## config.mk

```make
export PLATFORM = sky130hd
export DESIGN_NAME = clint
export DESIGN_NICKNAME = d
export VERILOG_FILES = /design/src/rtl/clint_pkg.sv /design/src/rtl/clint_tick_gen.sv /design/src/rtl/clint.sv
export SDC_FILE = /design/constraint.sdc
export NUM_CORES = 1
export LEC_CHECK = 0
export BUFFER_PORTS_ARGS = -buffer_cell sky130_fd_sc_hd__buf_4
export CAP_MARGIN = 20
export CORE_MARGIN = 2
export CORE_UTILIZATION = 25
export CTS_BUF_LIST = sky130_fd_sc_hd__clkbuf_4 sky130_fd_sc_hd__clkbuf_8
export DETAILED_ROUTE_END_ITERATION = 8
export GPL_TIMING_DRIVEN = 1
export PLACE_DENSITY = 0.49
export SYNTH_ARGS = -nofsm -noshare
export SYNTH_HDL_FRONTEND = slang
export SYNTH_SLANG_ARGS = --single-unit
```

## constraint.sdc

```tcl
create_clock -name clk -period 2.4 [get_ports clk]
set_input_delay 0 -clock clk [delete_from_list [all_inputs] [get_ports clk]]
set_output_delay 0 -clock clk [all_outputs]
set_load 0.01 [all_outputs]
```

## src/rtl/clint_pkg.sv

```systemverilog
// Shared CLINT definitions: register offsets, access size codes and byte-lane helpers.
package clint_pkg;

  localparam logic [15:0] CLINT_MSIP_OFS        = 16'h0000;
  localparam logic [15:0] CLINT_MTIMECMP_LO_OFS = 16'h4000;
  localparam logic [15:0] CLINT_MTIMECMP_HI_OFS = 16'h4004;
  localparam logic [15:0] CLINT_MTIME_LO_OFS    = 16'hBFF8;
  localparam logic [15:0] CLINT_MTIME_HI_OFS    = 16'hBFFC;

  localparam int unsigned SIZE_BYTE = 1;
  localparam int unsigned SIZE_HALF = 2;
  localparam int unsigned SIZE_WORD = 4;

  typedef struct packed {
    logic       ok;
    logic [3:0] be;
  } lane_t;

  // Illegal sizes and misaligned accesses come back with ok=0 and no lanes enabled.
  function automatic lane_t lane_check(input int unsigned size, input logic [1:0] lo);
    lane_t r;
    r.ok = 1'b0;
    r.be = 4'b0000;
    case (size)
      SIZE_BYTE: begin r.ok = 1'b1; r.be = 4'b0001 << lo; end
      SIZE_HALF: if (!lo[0]) begin r.ok = 1'b1; r.be = 4'b0011 << lo; end
      SIZE_WORD: if (lo == 2'b00) begin r.ok = 1'b1; r.be = 4'b1111; end
      default: ;
    endcase
    return r;
  endfunction

  function automatic logic [31:0] byte_mask(input logic [3:0] be);
    logic [31:0] m;
    for (int i = 0; i < 4; i++) m[8*i +: 8] = {8{be[i]}};
    return m;
  endfunction

  function automatic logic [31:0] merge(input logic [31:0] old, input logic [31:0] mask,
                                        input logic [31:0] wdat);
    return (old & ~mask) | (wdat & mask);
  endfunction

endpackage

```

## src/rtl/clint_tick_gen.sv

```systemverilog
// mtime tick source. With CLINT_PRESCALER_EN a modulo-DIV counter emits a one-cycle tick,
// otherwise mtime advances on every clock.
module clint_tick_gen #(
  parameter int unsigned DIV = 10
) (
  input  logic clk,
  input  logic rst_n,
  output logic tick_o
);

`ifdef CLINT_PRESCALER_EN
  localparam int unsigned CW = (DIV > 1) ? $clog2(DIV) : 1;

  logic [CW-1:0] cnt_q, cnt_d;

  assign tick_o = (cnt_q == CW'(DIV - 1));
  assign cnt_d  = tick_o ? '0 : cnt_q + 1'b1;

  always_ff @(posedge clk or negedge rst_n) begin
    if (!rst_n) cnt_q <= '0;
    else        cnt_q <= cnt_d;
  end
`else
  localparam int unsigned unused_div = DIV;
  logic unused_clk;
  assign unused_clk = clk ^ rst_n;
  assign tick_o     = 1'b1;
`endif

endmodule

```

## src/rtl/clint.sv

```systemverilog
// Core-local interruptor: msip, mtimecmp and free-running mtime behind the bus CLINT port.
// Define CLINT_PRESCALER_EN to advance mtime once every MTIME_DIV clocks.
module clint
  import clint_pkg::*;
#(
  parameter int unsigned ADDR_WIDTH     = 32,
  parameter int unsigned SIZE_WIDTH     = 3,
  parameter int unsigned REG_DATA_WIDTH = 32,
  parameter int unsigned BUS_DATA_WIDTH = 64,
  parameter int unsigned MTIME_DIV      = 10
) (
  input  logic                      clk,
  input  logic                      rst_n,
  input  logic [ADDR_WIDTH-1:0]     bus_clint_read_addr,
  input  logic [SIZE_WIDTH-1:0]     bus_clint_read_size,
  input  logic                      bus_clint_rd,
  input  logic [ADDR_WIDTH-1:0]     bus_clint_write_addr,
  input  logic [SIZE_WIDTH-1:0]     bus_clint_write_size,
  input  logic [REG_DATA_WIDTH-1:0] bus_clint_data,
  input  logic                      bus_clint_wr,
  output logic [BUS_DATA_WIDTH-1:0] clint_bus_data,
  output logic                      clint_timer_irq,
  output logic                      clint_software_irq,
  output logic [63:0]               clint_mtime
);

  logic [63:0]               mtime_q, mtime_d, mtimecmp_q, mtimecmp_d;
  logic                      msip_q, msip_d;
  logic [BUS_DATA_WIDTH-1:0] rdata_q, rdata_d;
  logic                      tick;

  clint_tick_gen #(.DIV(MTIME_DIV)) u_tick (
    .clk    (clk),
    .rst_n  (rst_n),
    .tick_o (tick)
  );

  logic [15:0] rofs, wofs, rword_ofs, wword_ofs;
  lane_t       rl, wl;
  logic [31:0] wdat, wmask, rword, rval;
  logic        wen, w_msip, w_cmp_lo, w_cmp_hi, w_mt_lo, w_mt_hi;
  logic        unused_addr;

  assign rofs        = bus_clint_read_addr[15:0];
  assign wofs        = bus_clint_write_addr[15:0];
  assign unused_addr = ^{bus_clint_read_addr[ADDR_WIDTH-1:16], bus_clint_write_addr[ADDR_WIDTH-1:16]};
  assign rword_ofs   = {rofs[15:2], 2'b00};
  assign wword_ofs   = {wofs[15:2], 2'b00};
  assign rl          = lane_check(32'(bus_clint_read_size), rofs[1:0]);
  assign wl          = lane_check(32'(bus_clint_write_size), wofs[1:0]);

  // Write data is LSB-aligned on the bus; move it up to its byte lanes within the word.
  assign wdat  = 32'(bus_clint_data) << {wofs[1:0], 3'b000};
  assign wmask = byte_mask(wl.be);
  assign wen   = bus_clint_wr & wl.ok;

  assign w_msip   = wen && (wword_ofs == CLINT_MSIP_OFS);
  assign w_cmp_lo = wen && (wword_ofs == CLINT_MTIMECMP_LO_OFS);
  assign w_cmp_hi = wen && (wword_ofs == CLINT_MTIMECMP_HI_OFS);
  assign w_mt_lo  = wen && (wword_ofs == CLINT_MTIME_LO_OFS);
  assign w_mt_hi  = wen && (wword_ofs == CLINT_MTIME_HI_OFS);

  always_comb begin
    msip_d     = msip_q;
    mtimecmp_d = mtimecmp_q;
    mtime_d    = mtime_q;
    if (w_msip && wmask[0]) msip_d = wdat[0];
    if (w_cmp_lo) mtimecmp_d[31:0]  = merge(mtimecmp_q[31:0],  wmask, wdat);
    if (w_cmp_hi) mtimecmp_d[63:32] = merge(mtimecmp_q[63:32], wmask, wdat);
    // A write to either mtime half wins over that cycle's tick.
    if (w_mt_lo || w_mt_hi) begin
      if (w_mt_lo) mtime_d[31:0]  = merge(mtime_q[31:0],  wmask, wdat);
      if (w_mt_hi) mtime_d[63:32] = merge(mtime_q[63:32], wmask, wdat);
    end else if (tick) begin
      mtime_d = mtime_q + 64'd1;
    end
  end

  always_comb begin
    rword = '0;
    case (rword_ofs)
      CLINT_MSIP_OFS:        rword = {31'b0, msip_q};
      CLINT_MTIMECMP_LO_OFS: rword = mtimecmp_q[31:0];
      CLINT_MTIMECMP_HI_OFS: rword = mtimecmp_q[63:32];
      CLINT_MTIME_LO_OFS:    rword = mtime_q[31:0];
      CLINT_MTIME_HI_OFS:    rword = mtime_q[63:32];
      default:               rword = '0;
    endcase
    // Rejected accesses have no lanes enabled, so they read as zero.
    rval    = (rword & byte_mask(rl.be)) >> {rofs[1:0], 3'b000};
    rdata_d = bus_clint_rd ? BUS_DATA_WIDTH'(rval) : rdata_q;
  end

  always_ff @(posedge clk or negedge rst_n) begin
    if (!rst_n) begin
      mtime_q    <= '0;
      mtimecmp_q <= '1;
      msip_q     <= 1'b0;
      rdata_q    <= '0;
    end else begin
      mtime_q    <= mtime_d;
      mtimecmp_q <= mtimecmp_d;
      msip_q     <= msip_d;
      rdata_q    <= rdata_d;
    end
  end

  assign clint_bus_data     = rdata_q;
  assign clint_mtime        = mtime_q;
  assign clint_timer_irq    = (mtime_q >= mtimecmp_q);
  assign clint_software_irq = msip_q;

endmodule

```

==> run summary, run 1 <==
outcome: finished with violations
failing checks: setup timing
initial antenna violation count: 1
Critical Path, Cell by Cell: inv_1 -> ha_1 -> o21ai_0 -> nor3_1 -> a21oi_1 -> buf_4 -> o21a_2 -> o41ai_4 -> buf_4
placed instance count: 2179
worst-skew pair later-pin latency: 500 ps
CP bufs+invs: 3
largest net degree at the start of global routing: 58
Routed WL: 49.09 mm
via count normalized by instance count: 5.262
Setup Viol. Count Final: 1
number of synthesized register bits: 161
critical path required time: 2400 ps
num ports: 236
busiest grt layer: met2
H-tree Lvls: 4
Worst EP arrival: 2770 ps
critical path's top delay family: compound AO/OA/AOI/OAI gates
HP Start: bus_clint_write_addr[14]
initial core utilization: 0.2518
routability cong.: 0.8994
Synth Flop Type: dfrtp_1
Clock Skews: 20.24 ps
post-synthesis instance area: 11350 um^2
Max Cap Viol: 0
final period utilization: 1.154
area delta synth->final: 35.25%
Synth Area in Simple Gates: 0.2169
Worst-path clk slew: 90 ps
routed len/inst: 21.86 um
GR Util met1: 0.3021
Worst path slowest cell: dfstp_2
share of cells above drive strength 1: 0.3392
GR Layer Usage met2: 0.3180
Setup WS pre-CTS: -186.3 ps
Synth Warn #: 0
Min Hold Slack: 13.82 ps
Synth Area in XOR/XNOR: 0.003858
EDFF count, synth: 0
post-route setup TNS: -369.8 ps
Reg2Reg Depth: 8
post-synth top area cell: dfrtp_1
Root Driver: clkbuf_8
worst reg2reg setup slack: 30 ps
f_max: 361.0 MHz
vias: 11820
Non-Filler Instances: 2246
Max clock buf depth: 2
Rel. slew slack: 0.3037
Worst setup SP type: flip-flop
Synth cell types: 74
GR Layer Usage met3: 0.02851
Synth area leaders: dfrtp_1 21%, dfstp_2 15%, ha_1 7.2%
nets@finish: 1803
post-layout minimum cycle time: 2770 ps
ANT nets after route: 0
Mapped Cells: 1325
first-pass GRT wire length: 73.35 mm
largest family of logic cells by synthesized area: compound AO/OA/AOI/OAI gates
DR iter-0 viols: 1198
Die ar.: 47130 um^2
post-DP HPWL: 38.38 mm
top post-synthesis cells by count: 137 x nand2_1, 128 x nor2_1, 109 x o21ai_0
asr flop ratio synth: 1.000
Hold Path Stages: 3
final hold vios: 0
most numerous cell in the Yosys netlist: nand2_1
worst-margin pin slew: 1044 ps
GRT Residual Overflow: 0
DIE WIDTH: 217.1 um
placed instance area: 14190 um^2
Yosys top cell area share: 0.2138
GR Util All Layers: 0.2064
kind of critical path: flip-flop to output port
Core ar.: 45090 um^2
RSZ-0062 raised after global routing: true
# rows: 78
number of CTS-inserted buffers: 17
pwr/cell area: 399.1 nW/um^2
CP max stage delay: 570 ps
Die Height: 217.1 um
Worst Hold End: clint_software_irq
CTS tree: done
Pins Over Slew Limit: 0
PortBufs: 171
DRT Pass-1 Iters: 8
adder-cell share of the synthesized area: 0.07164
drc violations: 0
Crit. End Element: output port
design area: 15350 um^2
post-synthesis compound-gate area fraction: 0.2191
leakage power: 6.383 nW
clock sinks: 161
VDD IR max: 0.3580 mV
vias in the first global route: 11360
CP max FO: 3
crit-path most repeated cell: buf_4
HP Class: input pin to flip-flop
Syn Area/Cell: 8.568 um^2
mux cell area share after synthesis: 0.05577
Final WS setup: -369.8 ps
post-synthesis sequential area ratio: 0.3620
cell usage in the layout, fill, tap and decap left out, types with 6 or more instances in the layout:
cell type,n
a21o_1,13
and3_1,17
o2bb2ai_1,11
buf_12,6
nor2b_1,8
nand2_1,136
a21oi_2,8
ha_1,52
buf_4,326
ha_4,13
conb_1,32
nand4_1,31
a21oi_1,79
o21ai_0,98
or2_2,10
o21ai_1,18
nand2b_1,12
a211oi_1,15
nor2_1,126
dfstp_2,64
a22oi_1,7
o21a_1,8
inv_1,69
dlygate4sd3_1,13
nor4_1,11
mux2i_1,34
dfrtp_1,95
o211ai_1,14
nor4_4,7
a222oi_1,16
a221oi_1,21
nor3_1,20
buf_6,6
o22ai_1,9
clkbuf_8,18
mux2_2,26
inv_2,9
a221o_1,8
nand3_1,43
metrics by stage:
stage / power (mW) / util
after floorplan: 3.229 / -
after global placement: 3.739 / 0.3147
after detailed placement: 3.742 / 0.3147
after CTS: 6.163 / 0.3365
after global routing: 6.347 / 0.3405
final: 6.127 / 0.3405
power breakdown:
part           internal [mW]  switching (mW)
registers               2.76          0.0539
logic                  0.375           0.538
clock network           1.19            1.20
total                   4.33            1.80
logic make-up after synthesis:
kind of cell             after synthesis
multiplexers                          60
XOR/XNOR                               5
flip-flops                           161
buffers and inverters                173
AO/OA/AOI/OAI                        381
AND/OR/NAND/NOR                      479
adder cells (fa/ha/maj)               65
other                                  1
worst max path at each step:
stage | endpoint | cells past startpoint | slack (ps)
after floorplan | flip-flop | 9 | 6
after CTS | clint_timer_irq | 11 | -310
after global placement | clint_bus_data[0] | 7 | -250
after global routing | clint_timer_irq | 8 | -410
after detailed placement | clint_bus_data[0] | 7 | -190
final | clint_timer_irq | 9 | -370
what timing repair did:
item / CTS / global route
pin swaps: 24 / 18
gates resized for setup: 56 / 32
endpoints found under the hold margin: 171 / 0
buffers inserted: 16 / 6
hold buffers: 13 / 0
endpoints found under the setup margin: 3 / 28
cell type report:
type | count | area (um^2)
Fill cell | 4722 | 29730
Multi-Input combinational cell | 1022 | 6974
Sequential cell | 161 | 4111
Timing Repair Buffer | 351 | 2765
Tap cell | 600 | 750.7
Inverter | 79 | 296.5
Clock buffer | 19 | 255.2
Clock inverter | 13 | 197.7
Antenna cell | 1 | 2.502
worst min-delay path, cell delays in order:
cell and delay (ps):
buf_4 160, nor2_1 100, mux2_2 210
layer usage:
| metal | wire length [um] | share of wire | vias to the layer above |
|---|---|---|---|
| met4 | 860 | 0.018 | 0 |
| met5 | 0 | 0 | - |
| met1 | 22640 | 0.46 | 5822 |
| met2 | 22180 | 0.45 | 524 |
| li1 | - | - | 5430 |
| met3 | 3414 | 0.070 | 42 |
No activity file was read; power rests on OpenSTA's default activity.
==> run 2, diff against run 1 <==
==> constraint.sdc (replaced) <==
create_clock -name clk -period 2.4 [get_ports clk]
set_input_delay 0.24 -clock clk [delete_from_list [all_inputs] [get_ports clk]]
set_output_delay 0.24 -clock clk [all_outputs]
set_load 0.01 [all_outputs]
==> run 2 against run 1 <==
  * Sequential power hardly changed
  * Clock power is 10% lower
  * Total power is 1.7% lower
  * Die area stayed put
  * Highest routed layer unchanged
  * Core utilization is 1.9 points higher
  * Clock skew is 5.1 ps higher
  * Wire length is 0.94% higher
  * First-iteration DRC count is 12% lower
  * Global-route usage is 0.19 points higher
  * Non-clock buffer count is 97 higher
  * The flow still finishes with violations (setup timing)
  * Largest cell class unchanged
  * Clock-buffer cell count is 1 lower
==> run summary, run 2 (same netlist as run 1, synthesis figures left out) <==
num ports: 236
Critical Path, Cell by Cell: inv_1 -> ha_4 -> o21ai_1 -> a21oi_1 -> o31ai_1 -> buf_4 -> nand3_4 -> a211oi_4 -> o41ai_4 -> buf_4
HP Class: input pin to flip-flop
# rows: 78
Reg2Reg Depth: 11
switch share: 0.3159
Die Height: 217.1 um
Clock Power Share: 0.356
initial core utilization: 0.2518
PortBufs: 171
Worst EP arrival: 2710 ps
HP Start: bus_clint_data[2]
largest net degree at the start of global routing: 77
pwr/cell area: 371.4 nW/um^2
commonest non-fill, non-tap cell in the layout: buf_4
DRT Pass-1 Iters: 5
routed len/inst: 21.15 um
f_max: 338.7 MHz
worst reg2reg setup slack: -20 ps
Clock Skews: 25.37 ps
failing checks: setup timing
final hold vios: 0
CP bufs+invs: 3
Pins Over Slew Limit: 0
most frequent cells in the layout: 416 x buf_4, 134 x nand2_1, 119 x nor2_1
Max Cap Viol: 0
Setup WS pre-CTS: -287.0 ps
worst-margin pin slew: 1399 ps
CP max stage delay: 410 ps
share of cells above drive strength 1: 0.3886
number of CTS-inserted buffers: 17
kind of critical path: flip-flop to output port
routability cong.: 0.9139
post-layout minimum cycle time: 2953 ps
drc violations: 0
Seq pwr share: 0.473
worst-skew pair later-pin latency: 510 ps
Die ar.: 47130 um^2
Root Driver: clkbuf_8
Worst setup SP type: flip-flop
post-route setup TNS: -576.7 ps
Int Pwr: 4.119 mW
vias: 12090
GRT Residual Overflow: 0
VDD IR max: 0.2859 mV
Worst-path clk slew: 110 ps
CP Depth: 10
first-pass GRT wire length: 73.42 mm
clock sinks: 161
GR Util All Layers: 0.2083
leakage power: 6.868 nW
critical path's top delay family: compound AO/OA/AOI/OAI gates
Routed WL: 49.55 mm
Comb power frac: 0.171
CTS tree: done
Fill cells: 4765
Final WS setup: -552.6 ps
crit-path most repeated cell: buf_4
vias in the first global route: 11840
Worst path slowest cell: dfrtp_1
post-DP HPWL: 38.62 mm
initial antenna violation count: 0
Setup Viol. Count Final: 2
CP max FO: 2
Min Hold Slack: 26.61 ps
critical path required time: 2160 ps
RSZ-0062 raised after global routing: true
Hold Path Stages: 3
Crit. End Element: output port
via count normalized by instance count: 5.158
Core ar.: 45090 um^2
DIE WIDTH: 217.1 um
nets@finish: 1900
ANT nets after route: 0
final period utilization: 1.230
area delta synth->final: 42.79%
Max clock buf depth: 2
Rel. slew slack: 0.06756
DR iter-0 viols: 1057
H-tree Lvls: 4
Switch Pwr: 1.902 mW
outcome: finished with violations
-- run 2: power groups by stage --
| stage | clock (mW) | combinational [mW] | sequential, mW |
|---|---|---|---|
| after floorplan | 0 | 0.331 | 2.90 |
| after global placement | 0 | 0.882 | 2.88 |
| after detailed placement | 0 | 0.890 | 2.88 |
| after CTS | 2.19 | 0.935 | 2.84 |
| after global routing | 2.27 | 1.11 | 2.85 |
| final | 2.15 | 1.03 | 2.85 |
-- run 2: cell type report --
| cell class | count | area [um^2] | share of cell area |
|---|---|---|---|
| Multi-Input combinational cell | 1022 | 7116 | 0.4390 |
| Clock buffer | 18 | 247.7 | 0.01528 |
| Clock inverter | 14 | 141.4 | 0.008723 |
| Antenna cell | 1 | 2.502 | 0.0001544 |
| Tap cell | 600 | 750.7 | 0.04631 |
| Timing Repair Buffer | 448 | 3543 | 0.2186 |
| Sequential cell | 161 | 4111 | 0.2536 |
| Inverter | 79 | 296.5 | 0.01829 |
-- run 2: what timing repair did --
action	4_1_cts	5_1_grt
endpoints found under the hold margin	36	0
resized for setup	67	60
setup endpoints to repair	13	33
hold buffers	8	0
buffers inserted	3	21
pin swaps	34	32
-- run 2: how the worst max path moves through the flow --
stage | slack [ps] | end
final | -550 | clint_timer_irq
after global routing | -680 | clint_timer_irq
after CTS | -580 | clint_timer_irq
after detailed placement | -290 | clint_timer_irq
after global placement | -250 | clint_timer_irq
after floorplan | 6 | flip-flop
-- run 2: per-stage QoR --
| stage | util | power, mW | std cells | cell area [um^2] |
|---|---|---|---|---|
| floorplan | - | 3.229 | 1356 | 11470 |
| global placement | 0.3319 | 3.762 | 2279 | 14970 |
| detailed placement | 0.3319 | 3.771 | 2279 | 14970 |
| CTS | 0.3506 | 5.959 | 2321 | 15810 |
| global route | 0.3594 | 6.232 | 2342 | 16210 |
| finish | 0.3595 | 6.020 | 2343 | 16210 |
-- run 2: routing by layer --
metal,wire length (um),vias to the layer above,global-route usage
met5,0,-,0
li1,-,5639,-
met1,22140,5898,0.2859
met4,1239,0,0.07215
met2,22510,481,0.3241
met3,3659,68,0.04319
-- run 2: tightest hold or removal path, delay by kind of cell --
family / cells / cell delay (ps)
buffers and inverters: 1 / 150
AO/OA/AOI/OAI: 1 / 80
AND/OR/NAND/NOR: 1 / 60
